<file path="config.mk">
export PLATFORM = sky130hd
export DESIGN_NAME = load_return_unit_flat
export DESIGN_NICKNAME = d
export VERILOG_FILES = /design/src/rtl/load_return_unit_pkg.sv /design/src/rtl/load_return_unit_if.sv /design/src/rtl/load_return_unit_extender.sv /design/src/rtl/load_return_unit.sv /design/src/flat_wrapper.sv
export SDC_FILE = /design/constraint.sdc
export NUM_CORES = 1
export LEC_CHECK = 0
export ABC_AREA = 1
export BUFFER_PORTS_ARGS = -buffer_cell sky130_fd_sc_hd__buf_4
export CAP_MARGIN = 25
export CORE_MARGIN = 8
export CORE_UTILIZATION = 56
export DETAILED_ROUTE_END_ITERATION = 12
export HOLD_SLACK_MARGIN = 0.1
export PLACE_DENSITY = 0.83
export SYNTH_ARGS = -nofsm -noshare
export SYNTH_HDL_FRONTEND = slang
export SYNTH_SLANG_ARGS = --single-unit
</file>
<file path="constraint.sdc">
create_clock -name clk -period 3.8 [get_ports clk]
set_input_delay 0.38 -clock clk [delete_from_list [all_inputs] [get_ports clk]]
set_output_delay 0.38 -clock clk [all_outputs]
set_load 0.005 [all_outputs]
</file>
<file path="src/rtl/load_return_unit_pkg.sv">
// Shared op codes, address map and hold-FSM states for the load return path.
// Optional feature macro LRU_DEV_SUBWORD_EN is consumed by load_return_unit.
package load_return_unit_pkg;

    localparam logic [31:0] DM_TOP    = 32'h0000_3000;
    localparam logic [31:0] TMR0_BASE = 32'h0000_7F00;
    localparam logic [31:0] TMR1_BASE = 32'h0000_7F10;
    localparam logic [31:0] TMR_SPAN  = 32'd12;

    // Store codes live alongside the loads so the store filter shares this table.
    localparam logic [3:0] DM_NONE = 4'd0;
    localparam logic [3:0] DM_SW   = 4'd1;
    localparam logic [3:0] DM_SH   = 4'd2;
    localparam logic [3:0] DM_SB   = 4'd3;
    localparam logic [3:0] DM_LW   = 4'd4;
    localparam logic [3:0] DM_LH   = 4'd5;
    localparam logic [3:0] DM_LHU  = 4'd6;
    localparam logic [3:0] DM_LB   = 4'd7;
    localparam logic [3:0] DM_LBU  = 4'd8;

    typedef enum logic [1:0] {
        LRU_IDLE  = 2'd0,
        LRU_FRESH = 2'd1,
        LRU_HELD  = 2'd2
    } lru_state_e;

    function automatic logic is_load(input logic [3:0] ctrl);
        return (ctrl == DM_LW) || (ctrl == DM_LH) || (ctrl == DM_LHU) ||
               (ctrl == DM_LB) || (ctrl == DM_LBU);
    endfunction

    function automatic logic in_window(input logic [31:0] addr, input logic [31:0] base);
        return (addr >= base) && (addr < base + TMR_SPAN);
    endfunction

endpackage

</file>
<file path="src/rtl/load_return_unit_if.sv">
// M-stage request, memory read data and W-stage result of the load return unit.
// slave = the unit itself, master = pipeline/memory side driving it.
interface load_return_unit_if;
    logic [31:0] iAddr;
    logic [3:0]  ictrl;
    logic        iValid;
    logic        INT;
    logic        iStall;
    logic        iFlush;
    logic [31:0] iDM_RD;
    logic [31:0] iDEV_RD;
    logic        oEXC;
    logic        oDM_RE;
    logic        oDEV_RE;
    logic        oValid;
    logic [31:0] oRData;

    modport slave (
        input  iAddr, ictrl, iValid, INT, iStall, iFlush, iDM_RD, iDEV_RD,
        output oEXC, oDM_RE, oDEV_RE, oValid, oRData
    );

    modport master (
        output iAddr, ictrl, iValid, INT, iStall, iFlush, iDM_RD, iDEV_RD,
        input  oEXC, oDM_RE, oDEV_RE, oValid, oRData
    );
endinterface

</file>
<file path="src/rtl/load_return_unit_extender.sv">
// load_extender: lane select plus sign/zero extension of a returned word.
// Purely combinational; non-load codes pass the word through.
module load_extender
    import load_return_unit_pkg::*;
(
    input  logic [31:0] i_word,
    input  logic [3:0]  i_ctrl,
    input  logic [1:0]  i_lane,
    output logic [31:0] o_data
);
    logic [7:0]  w_byte;
    logic [15:0] w_half;

    always_comb begin
        w_byte = i_word[7:0];
        case (i_lane)
            2'd1:    w_byte = i_word[15:8];
            2'd2:    w_byte = i_word[23:16];
            2'd3:    w_byte = i_word[31:24];
            default: w_byte = i_word[7:0];
        endcase
        w_half = i_lane[1] ? i_word[31:16] : i_word[15:0];

        o_data = i_word;
        case (i_ctrl)
            DM_LB:   o_data = {{24{w_byte[7]}}, w_byte};
            DM_LBU:  o_data = {24'd0, w_byte};
            DM_LH:   o_data = {{16{w_half[15]}}, w_half};
            DM_LHU:  o_data = {16'd0, w_half};
            default: o_data = i_word;
        endcase
    end
endmodule

</file>
<file path="src/rtl/load_return_unit.sv">
// Load path: M-stage decode/AdEL/read enables, W-stage register, DM word hold across stalls.
// Latency 1 cycle plus stalls; LRU_DEV_SUBWORD_EN allows byte/half reads from timer regions.
module load_return_unit
    import load_return_unit_pkg::*;
(
    input  logic            clk,
    input  logic            reset,
    load_return_unit_if.slave bus
);
    logic        w_ld, w_dm, w_tmr, w_lw, w_half, w_misalign, w_tmr_bad;
    logic        w_exc, w_dm_re, w_dev_re;
    logic        r_wv, r_wsrc;
    logic [3:0]  r_wctrl;
    logic [1:0]  r_wlane;
    logic [31:0] r_wdev, r_hreg, w_word, w_ext;
    logic        w_hold_load;
    lru_state_e  r_state, w_state_nxt;

    always_comb begin
        w_ld       = bus.iValid & is_load(bus.ictrl) & ~bus.INT;
        w_dm       = bus.iAddr < DM_TOP;
        w_tmr      = in_window(bus.iAddr, TMR0_BASE) | in_window(bus.iAddr, TMR1_BASE);
        w_lw       = bus.ictrl == DM_LW;
        w_half     = (bus.ictrl == DM_LH) | (bus.ictrl == DM_LHU);
        w_misalign = (w_lw & (bus.iAddr[1:0] != 2'd0)) | (w_half & bus.iAddr[0]);
`ifdef LRU_DEV_SUBWORD_EN
        w_tmr_bad  = 1'b0;
`else
        w_tmr_bad  = w_tmr & ~w_lw;
`endif
        w_exc      = w_ld & (~(w_dm | w_tmr) | w_misalign | w_tmr_bad);
        w_dm_re    = w_ld & ~w_exc & w_dm;
        w_dev_re   = w_ld & ~w_exc & w_tmr;
    end

    assign bus.oEXC    = w_exc;
    assign bus.oDM_RE  = w_dm_re;
    assign bus.oDEV_RE = w_dev_re;

    always_ff @(posedge clk) begin
        if (reset) begin
            r_wv    <= 1'b0;
            r_wsrc  <= 1'b0;
            r_wctrl <= 4'd0;
            r_wlane <= 2'd0;
            r_wdev  <= 32'd0;
        end else if (bus.iFlush) begin
            r_wv <= 1'b0;
        end else if (!bus.iStall) begin
            r_wv    <= w_dm_re | w_dev_re;
            r_wsrc  <= w_dev_re;
            r_wctrl <= bus.ictrl;
            r_wlane <= bus.iAddr[1:0];
            r_wdev  <= bus.iDEV_RD;
        end
    end

    always_ff @(posedge clk) begin
        if (reset) begin
            r_state <= LRU_IDLE;
        end else begin
            r_state <= w_state_nxt;
        end
    end

    // DM data exists only in the first W cycle; a stall then must snapshot it.
    always_comb begin
        w_state_nxt = r_state;
        w_hold_load = 1'b0;
        if (bus.iFlush) begin
            w_state_nxt = LRU_IDLE;
        end else if (bus.iStall) begin
            if (r_state == LRU_FRESH) begin
                w_state_nxt = LRU_HELD;
                w_hold_load = 1'b1;
            end
        end else begin
            w_state_nxt = w_dm_re ? LRU_FRESH : LRU_IDLE;
        end
    end

    always_ff @(posedge clk) begin
        if (reset) begin
            r_hreg <= 32'd0;
        end else if (w_hold_load) begin
            r_hreg <= bus.iDM_RD;
        end else if (bus.iFlush) begin
            r_hreg <= 32'd0;
        end
    end

    always_comb begin
        w_word = bus.iDM_RD;
        if (r_wsrc) begin
            w_word = r_wdev;
        end else if (r_state == LRU_HELD) begin
            w_word = r_hreg;
        end
    end

    load_extender u_ext (
        .i_word (w_word),
        .i_ctrl (r_wctrl),
        .i_lane (r_wlane),
        .o_data (w_ext)
    );

    assign bus.oValid = r_wv;
    assign bus.oRData = r_wv ? w_ext : 32'd0;
endmodule

</file>
<file path="src/flat_wrapper.sv">
// flat-port wrapper written by rule: the top's interface ports become plain ports
module load_return_unit_flat import load_return_unit_pkg::*;
  (clk, reset, bus_iAddr, bus_ictrl, bus_iValid, bus_INT, bus_iStall, bus_iFlush, bus_iDM_RD, bus_iDEV_RD, bus_oEXC, bus_oDM_RE, bus_oDEV_RE, bus_oValid, bus_oRData);
  load_return_unit_if bus_i ();
  input  logic clk;
  input  logic reset;
  input wire logic [$bits(bus_i.iAddr)-1:0] bus_iAddr;
  input wire logic [$bits(bus_i.ictrl)-1:0] bus_ictrl;
  input wire logic [$bits(bus_i.iValid)-1:0] bus_iValid;
  input wire logic [$bits(bus_i.INT)-1:0] bus_INT;
  input wire logic [$bits(bus_i.iStall)-1:0] bus_iStall;
  input wire logic [$bits(bus_i.iFlush)-1:0] bus_iFlush;
  input wire logic [$bits(bus_i.iDM_RD)-1:0] bus_iDM_RD;
  input wire logic [$bits(bus_i.iDEV_RD)-1:0] bus_iDEV_RD;
  output wire logic [$bits(bus_i.oEXC)-1:0] bus_oEXC;
  output wire logic [$bits(bus_i.oDM_RE)-1:0] bus_oDM_RE;
  output wire logic [$bits(bus_i.oDEV_RE)-1:0] bus_oDEV_RE;
  output wire logic [$bits(bus_i.oValid)-1:0] bus_oValid;
  output wire logic [$bits(bus_i.oRData)-1:0] bus_oRData;
  assign bus_i.iAddr = bus_iAddr;
  assign bus_i.ictrl = bus_ictrl;
  assign bus_i.iValid = bus_iValid;
  assign bus_i.INT = bus_INT;
  assign bus_i.iStall = bus_iStall;
  assign bus_i.iFlush = bus_iFlush;
  assign bus_i.iDM_RD = bus_iDM_RD;
  assign bus_i.iDEV_RD = bus_iDEV_RD;
  assign bus_oEXC = bus_i.oEXC;
  assign bus_oDM_RE = bus_i.oDM_RE;
  assign bus_oDEV_RE = bus_i.oDEV_RE;
  assign bus_oValid = bus_i.oValid;
  assign bus_oRData = bus_i.oRData;
  load_return_unit u_core (.clk(clk), .reset(reset), .bus(bus_i));
endmodule
</file>
==> results of run 1 <==
-- area by class of cell --
cell class,instances,share of cell area (%)
tap,105,2.22
timing repair buffer,147,19.1
multi-input combinational,588,45.2
sequential,74,25.0
inverter,74,4.69
clock inverter,7,1.69
clock buffer,9,2.09
-- through the flow --
stage / util [%] / instances / area, um2 / setup WS [ns]
after detailed placement: 69.6 / 986 / 5660 / 0.954
after global placement: 69.6 / 986 / 5660 / 0.995
after floorplan: - / 782 / 4660 / 1.95
after CTS: 72.3 / 1002 / 5880 / 0.538
after global routing: 72.9 / 1004 / 5930 / 0.259
final: 72.9 / 1004 / 5930 / 0.473
-- worst max-delay path, stage by stage (launching register included) --
cell and delay, ns:
dfxtp_1 0.52, nand2_4 0.32, inv_2 0.42, o21ai_0 0.12
o21ai_0 0.59, nor2_1 0.07, o21ai_0 0.10, nand2_1 0.07
a21oi_1 0.20, buf_4 0.16
-- Yosys cell counts (all sizes together) --
| cell | count |
|---|---|
| nand2 | 213 |
| nor2 | 113 |
| nand3 | 96 |
| dfxtp | 74 |
| inv | 72 |
| o21ai | 72 |
| a21oi | 70 |
| clkbuf | 28 |
| buf | 18 |
| a31oi | 7 |
| o211ai | 6 |
| nand4 | 3 |
| clkinv | 2 |
| nand3b | 2 |
| a22oi | 1 |
| a32oi | 1 |
| mux2i | 1 |
| nor3 | 1 |
| nor3b | 1 |
| or2 | 1 |
-- registers in the layout (all words and copies together) (netlist names) --
signal,cells
u_core.bus.oValid,1
u_core.r_wdev,32
u_core.r_wlane,2
u_core.r_wctrl,4
u_core.r_hreg,32
u_core.r_state,2
u_core.r_wsrc,1
-- worst min path at each step --
stage / startpoint / end / slack (ns)
after global placement: u_core.r_wdev[28] / u_core.r_wdev[28] / 0.45
after detailed placement: u_core.r_wdev[29] / u_core.r_wdev[29] / 0.45
final: bus_iDEV_RD[16] / u_core.r_wdev[16] / 0.23
after floorplan: u_core.r_wdev[23] / u_core.r_wdev[23] / 0.43
after CTS: bus_iDEV_RD[16] / u_core.r_wdev[16] / 0.23
after global routing: bus_iDEV_RD[22] / u_core.r_wdev[22] / 0.23
-- where the power goes --
part | leakage (nW) | switching (W) | internal (W) | total (W)
logic | 2.10 | 0.000218 | 0.000150 | 0.000367
clock network | 0.114 | 0.000338 | 0.000376 | 0.000713
registers | 0.604 | 0.0000182 | 0.000804 | 0.000822
total | 2.82 | 0.000573 | 0.00133 | 0.00190
-- placed cells by master (no fill, tap or decap), types with 2 or more instances in the layout --
cell type	n
o21ai_0	71
inv_6	2
clkinv_1	2
o211ai_1	6
clkinv_4	2
nor2_2	2
nor2_1	111
nand3_1	93
nand3_4	2
inv_2	4
inv_1	68
clkbuf_8	9
bufinv_16	2
nand2_1	208
nand3b_1	2
nand2_2	2
dfxtp_1	74
nand4_1	3
nand2_4	3
a31oi_1	7
buf_4	145
a21oi_1	68
-- metal layers --
layer  vias up  global-route usage, %  share of wire [%]  routed length [um]
met5         -                      0                  0                   0
met3        31                   5.52                8.7                1370
li1       2757                      -                  -                   -
met1      2527                   34.2                 43                6700
met2       265                   41.9                 47                7330
met4         0                   9.95                2.2                 343
-- cell families (layout without fill, tap and decap cells) --
group,count (synthesis),in the layout,share of synthesized area (%)
AO/OA/AOI/OAI,157,157,18.2
flip-flops,74,74,31.8
AND/OR/NAND/NOR,430,430,39.0
multiplexers,1,1,0.215
buffers and inverters,120,237,10.8
==> metrics.yaml, run 1 <==
detailed_routing:
  vias: 5580
  drt_wl_total_um: 15700
  vias_per_cell: 5.56
  drt_iter0_markers: 466
  drc: 0
  ant_nets: 0
  wl_per_cell_um: 15.7
  drt_pass1_iterations: 6
cells_and_area:
  nNetsFinal: 1000
  syn_to_final_growth_pct: 27.2
  drive_above_1_share_pct: 20.4
  multi_input_area_um2: 2680
  diodes: 0
  ff_latch_area_um2: 1480
  final.fill_count: 705
timing:
  hold_viol_final: 0
  fin_crit_ns: 3.33
  rsz0062_at_grt: "no"
  fin_setup_tns_ns: 0
  max_freq_mhz: 301
  maxSlewHeadroom_pct: 33.4
  timing.hold.ws_ns: 0.232
  drv_slew: 0
  setup_viol: 0
  tightest_slew_ns: 0.999
  final.setup_skew_ns: 0.00580
  post-route-period-util_pct: 87.6
worst_hold_path:
  hold_class: "in2reg"
  whs_path_depth: 3
worst_setup_path:
  rr_startpoint: "u_core.r_state[1]"
  path_class: "reg2out"
  crit_start: "u_core.r_state[1]"
  cp-endpoint: "bus_oRData[2]"
  reg2reg_depth: 5
  reg2reg_slack_ns: 1.97
  crit_required_ns: 3.42
  path_max_fanout: 40
  r2r-end: "u_core.r_hreg[25]"
  crit_path_end_kind: "output port"
  critPathArrivalTime_ns: 2.95
  startpoint_type: "flop"
clock_network:
  cts_tree: "yes"
  cts_buffers: 9
  cts_setup_buffers: 0
  ctsLongestPathBuffers: 2
  htreeDepth: 3
  insertion_delay_ns: 0.37
  cts.sinks: 74
  clkTransAtPathRegs_ns: 0.09
  holdBufCountCts: 0
  cts_root_buf: "clkbuf_8"
  cts-resized-gates: 0
synth:
  synth_nets: 888
  yosysTopAreaCellShare_pct: 31.8
  avgSynthCellArea_um2: 5.96
  synth.distinct_cells: 32
  syn_area_um2: 4660
  post-synth-top-area-cell: "dfxtp_1"
  yosysWarnings: 0
  synth_area_leaders: "dfxtp_1 32%, nand2_1 17%, nand3_1 10%"
  synth_seq_area_share_pct: 31.8
  ys_ff_latch: 74
  postSynthCellCount: 782
pwr:
  ir_drop_mv: 0.276
  p_per_area_nw_per_um2: 321
  power_w: 0.00190
  leakage_nw: 2.82
floorplanning:
  die_area_um2: 11500
  rows: 33
  fp.dieH_um: 107
  start_util_pct: 57.3
  core_um2: 8130
  dieWidth_um: 107
  ios: 142
placement:
  dp_hpwl_um: 11500
  routabilityCongestion: 0.933
  port_buffers: 140
outcome:
  outcome: "finished clean"
grt:
  grt_pass1_wl_um: 24600
  antenna_found_initial: 0
  grt_overflow: 0
  track_usage_pct: 26.4
  first_global_vias: 4988
  grt_max_degree: 42
flow_run:
  cap_violations: 0
(Power assumes the default switching activity.)
==> run 2, diff against run 1 <==
--- a/config.mk
+++ b/config.mk
@@ -12,7 +12,7 @@
 export CORE_UTILIZATION = 56
 export DETAILED_ROUTE_END_ITERATION = 12
 export HOLD_SLACK_MARGIN = 0.1
-export PLACE_DENSITY = 0.83
+export PLACE_DENSITY = 0.87
 export SYNTH_ARGS = -nofsm -noshare
 export SYNTH_HDL_FRONTEND = slang
 export SYNTH_SLANG_ARGS = --single-unit
==> run 2 against run 1 <==
Against the previous run: largest cell class unchanged; setup slack lost 0.017 ns; sequential cell count is the same; sequential share of layout area grew 0.090 points; clock skew grew 0.0049 ns; cell area shrank 0.36%; critical endpoint is now bus_oRData[16].
==> metrics.yaml, run 2 (synthesis results as in run 1) <==
cells_and_area:
  syn_to_final_growth_pct: 26.7
  nNetsFinal: 999
  largestRegisters: "u_core.r_hreg (32), u_core.r_wdev (32), u_core.r_wctrl (4)"
  diodes: 0
  drive_above_1_share_pct: 20.2
  final_cell_mix: "208 x nand2_1, 145 x buf_4, 111 x nor2_1"
  final_common_cell: "nand2_1"
detailed_routing:
  drt_iter0_markers: 406
  vias_per_cell: 5.53
  ant_nets: 0
  drt_pass1_iterations: 5
  drt_wl_total_um: 15800
  vias: 5543
  drc: 0
  wl_per_cell_um: 15.8
floorplanning:
  dieWidth_um: 107
  core_um2: 8130
  ios: 142
  die_area_um2: 11500
  start_util_pct: 57.3
  fp.dieH_um: 107
  rows: 33
clock_network:
  cts.sinks: 74
  cts-resized-gates: 0
  htreeDepth: 3
  insertion_delay_ns: 0.36
  cts_tree: "yes"
  ctsLongestPathBuffers: 2
  cts_buffers: 9
  cts_root_buf: "clkbuf_8"
  holdBufCountCts: 0
  cts_setup_buffers: 0
  clkTransAtPathRegs_ns: 0.09
pwr:
  power_frac_comb_pct: 19.4
  p_seq_share_pct: 43.7
  p_sw_w: 0.000558
  power_frac_clock_pct: 36.9
  p_per_area_nw_per_um2: 319
  leakage_nw: 2.81
  ir_drop_mv: 0.204
  internal-power_w: 0.00133
  switching_share_pct: 29.6
worst_setup_path:
  crit_top_cell: "inv_1"
  crit_required_ns: 3.42
  startpoint_type: "flop"
  critPathArrivalTime_ns: 2.96
  path_max_fanout: 33
  crit_path_end_kind: "output port"
  crit_path_top_delay_cell: "inv_1"
  path_class: "reg2out"
  worstPathCellList: "inv_1 > nand3_1 > nand2_1 > nor2_2 > inv_1 > nand3_4 > nand2_4 > nor2_1 > buf_4"
  slowest_delay_ns: 0.59
timing:
  drv_slew: 0
  rsz0062_at_grt: "no"
  hold_viol_final: 0
  tightest_slew_ns: 1.11
  post-route-period-util_pct: 88.0
  fin_crit_ns: 3.34
  max_freq_mhz: 299
  maxSlewHeadroom_pct: 26.2
  setup_viol: 0
  fin_ws_ns: 0.456
  final.setup_skew_ns: 0.0107
  fin_setup_tns_ns: 0
grt:
  antenna_found_initial: 0
  grt_max_degree: 42
  grt_pass1_wl_um: 25000
  grt_overflow: 0
  track_usage_pct: 26.7
  first_global_vias: 5142
placement:
  port_buffers: 140
  routabilityCongestion: 0.908
  dp_hpwl_um: 11600
  place_ws_ns: 0.922
flow_run:
  cap_violations: 0
worst_hold_path:
  hold_class: "in2reg"
outcome:
  outcome: "finished clean"
run 2: cell types whose count changed in the layout (fill, tap and decap cells not counted), sizes merged:
cell	change
inv	-1
buf	-1
clkinvlp	+1
clkbuf	+1
clkinv	-1
run 2: worst paths after layout:
check                            to         startpoint  depth (start not counted)  slack (ns)
setup / recovery     bus_oRData[16]  u_core.r_wctrl[1]                          9        0.46
hold / removal    u_core.r_wdev[22]    bus_iDEV_RD[22]                          3        0.24
setup reg to reg  u_core.r_hreg[21]  u_core.r_state[1]                          5        2.13
hold reg to reg   u_core.r_wdev[31]  u_core.r_wdev[31]                          2        0.46
run 2: layout make-up:
class,count,area (um2)
multi-input cells,588,2680
fillers,703,2230
flip-flops and latches,74,1480
repair buffers,146,1120
inverters,74,278
well taps,105,131
clock buffers,10,128
clock inverters,6,90.1
run 2: per-layer routing:
metal	part of all wire, %	GRT usage, %
met5	0	0
met4	3.2	10.7
met3	8.7	6.06
met2	47	43.1
met1	41	33.7
run 2: metrics by stage:
stage	total power [W]	util [%]	instances	instance area (um2)	hold WS (ns)
2_1_floorplan	0.00105	-	782	4660	0.429
3_3_place_gp	0.00119	69.6	986	5660	0.446
3_5_place_dp	0.00119	69.6	986	5660	0.452
4_1_cts	0.00187	72.3	1002	5880	0.246
5_1_grt	0.00195	72.6	1003	5910	0.249
6_report	0.00188	72.6	1003	5910	0.241
run 2: worst max-delay path, delay by kind of cell, from the launching register on:
family | cells | cell delay, ns
buffers and inverters | 3 | 0.84
flip-flops | 1 | 0.34
AND/OR/NAND/NOR | 6 | 1.43
run 2: power by group through the flow:
stage               registers, W  logic (W)  clock network [W]
detailed placement      0.000840   0.000352                  0
global placement        0.000838   0.000347                  0
finish                  0.000823   0.000365           0.000696
global route            0.000826   0.000402           0.000726
CTS                     0.000822   0.000355           0.000693
floorplan               0.000832   0.000215                  0
==> run 3, diff against run 2 <==
--- a/config.mk
+++ b/config.mk
@@ -12,6 +12,7 @@
 export CORE_UTILIZATION = 56
 export DETAILED_ROUTE_END_ITERATION = 12
 export HOLD_SLACK_MARGIN = 0.1
+export MAX_ROUTING_LAYER = met4
 export PLACE_DENSITY = 0.87
 export SYNTH_ARGS = -nofsm -noshare
 export SYNTH_HDL_FRONTEND = slang
==> constraint.sdc (replaced) <==
create_clock -name clk -period 3.8 [get_ports clk]
set_input_delay 0.38 -clock clk [delete_from_list [all_inputs] [get_ports clk]]
set_output_delay 0.38 -clock clk [all_outputs]
set_load 0.01 [all_outputs]
==> run 3 against run 2 <==
Against the previous run: die area is the same; cell area up 0.81%; first-iteration DRC count rose by 32%; global-route usage is 0.96 points higher; hold slack worse by 0.0034 ns; clock power up 19%; highest routed layer unchanged; critical path depth stayed put; core utilization increased by 0.58 points; largest power group is now the clock network; total power up 7.2%.
==> metrics.yaml, run 3 (synthesis results as in run 1) <==
worst_setup_path:
  crit_top_cell: "inv_1"
  rr_startpoint: "u_core.r_state[1]"
  crit_start: "u_core.r_wctrl[1]"
  reg2reg_slack_ns: 1.83
  slowest_delay_ns: 0.58
  path_max_fanout: 33
  critPathArrivalTime_ns: 3.00
  worstPathCellList: "inv_1 > nand3_1 > nand2_1 > nor2_2 > inv_1 > nand3_4 > nand2_4 > nor2_1 > buf_4"
  crit_path_top_delay_cell: "inv_1"
  crit_path_end_kind: "output port"
  path_class: "reg2out"
  startpoint_type: "flop"
  cp.buffers_inverters: 3
  r2r-end: "u_core.r_hreg[20]"
  crit_required_ns: 3.42
  reg2reg_depth: 5
  crit_family: "simple AND/OR/NAND/NOR gates"
cells_and_area:
  fin_util_pct: 73.2
  nNetsFinal: 999
  final_common_cell: "nand2_1"
  final_cells: 1003
  drive_above_1_share_pct: 20.2
  final_cell_mix: "208 x nand2_1, 145 x buf_4, 111 x nor2_1"
  final_design_area_no_fill_um2: 5950
  syn_to_final_growth_pct: 27.8
  diodes: 0
  largestRegisters: "u_core.r_hreg (32), u_core.r_wdev (32), u_core.r_wctrl (4)"
worst_hold_path:
  holdPathEnd: "u_core.r_wdev[21]"
  hold_start: "bus_iDEV_RD[21]"
  hold_class: "in2reg"
  whs_path_depth: 3
detailed_routing:
  vias_per_cell: 5.62
  drc: 0
  wl_per_cell_um: 16.0
  vias: 5638
  drt_pass1_iterations: 7
  drt_iter0_markers: 536
  ant_nets: 0
  drt_wl_total_um: 16100
clock_network:
  holdBufCountCts: 0
  cts_setup_buffers: 0
  cts-resized-gates: 0
  clkTransAtPathRegs_ns: 0.09
  htreeDepth: 3
  insertion_delay_ns: 0.36
  cts.sinks: 74
  cts_tree: "yes"
  ctsLongestPathBuffers: 2
  cts_buffers: 9
  cts_root_buf: "clkbuf_8"
placement:
  dpl.cell_count: 986
  dpl_cell_area_um2: 5660
  dp_hpwl_um: 11800
  routabilityCongestion: 0.926
  port_buffers: 140
floorplanning:
  ios: 142
  dieWidth_um: 107
  rows: 33
  die_area_um2: 11500
  core_um2: 8130
  start_util_pct: 57.3
  fp.dieH_um: 107
timing:
  timing.hold.ws_ns: 0.237
  setup_viol: 0
  fin_setup_tns_ns: 0
  rsz0062_at_grt: "no"
  post-route-period-util_pct: 88.9
  drv_slew: 0
  max_freq_mhz: 296
  tightest_slew_ns: 1.07
  fin_crit_ns: 3.38
  final.setup_skew_ns: 0.00793
  hold_viol_final: 0
  maxSlewHeadroom_pct: 28.3
grt:
  track_usage_pct: 27.7
  antenna_found_initial: 0
  grt_overflow: 0
  first_global_vias: 5138
  grt_pass1_wl_um: 25100
  grt_max_degree: 42
pwr:
  leakage_nw: 2.83
  p_per_area_nw_per_um2: 339
  ir_drop_mv: 0.298
outcome:
  outcome: "finished clean"
flow_run:
  cap_violations: 0
[run 3: cell types whose count changed in the layout (fill, tap and decap cells not counted)]
cell        previous run  this run
clkinv_2               1         0
clkinvlp_4             1         0
bufinv_16              2         4
[run 3: final cells by class]
class,count,area (um2)
timing repair buffer,146,1120
fill,697,2180
inverter,74,278
clock inverter,6,138
tap,105,131
clock buffer,10,128
sequential,74,1480
multi-input combinational,588,2680
[run 3: how the worst max path moves through the flow]
| stage | cells past startpoint | end |
|---|---|---|
| after global placement | 9 | bus_oRData[31] |
| final | 9 | bus_oRData[17] |
| after CTS | 9 | bus_oRData[31] |
| after global routing | 9 | bus_oRData[31] |
| after detailed placement | 9 | bus_oRData[31] |
| after floorplan | 10 | bus_oRData[21] |
[run 3: power by group]
group	internal (W)	total, W	switching (W)
Clock	0.000507	0.000830	0.000323
Combinational	0.000148	0.000367	0.000218
Sequential	0.000804	0.000823	0.0000186
[run 3: metrics by stage]
stage | setup WS (ns) | power, W
detailed placement | 0.921 | 0.00119
finish | 0.422 | 0.00202
floorplan | 1.92 | 0.00105
global route | 0.210 | 0.00209
global placement | 0.985 | 0.00119
CTS | 0.506 | 0.00201
[run 3: worst register-to-register path, cell delays in order, from the launching register on]
cell and delay (ns):
dfxtp_1 0.53, nor3_2 0.10, nor2_1 0.65, buf_4 0.39
nand2_1 0.09, a21oi_1 0.14
[run 3: per-layer routing]
layer  wire length, um  GRT usage, %  up-vias
met5                 0             -        -
met3              1190          4.50       46
li1                  -             -     2746
met2              7580          43.1      288
met1              6760          34.3     2558
met4               520          13.0        0
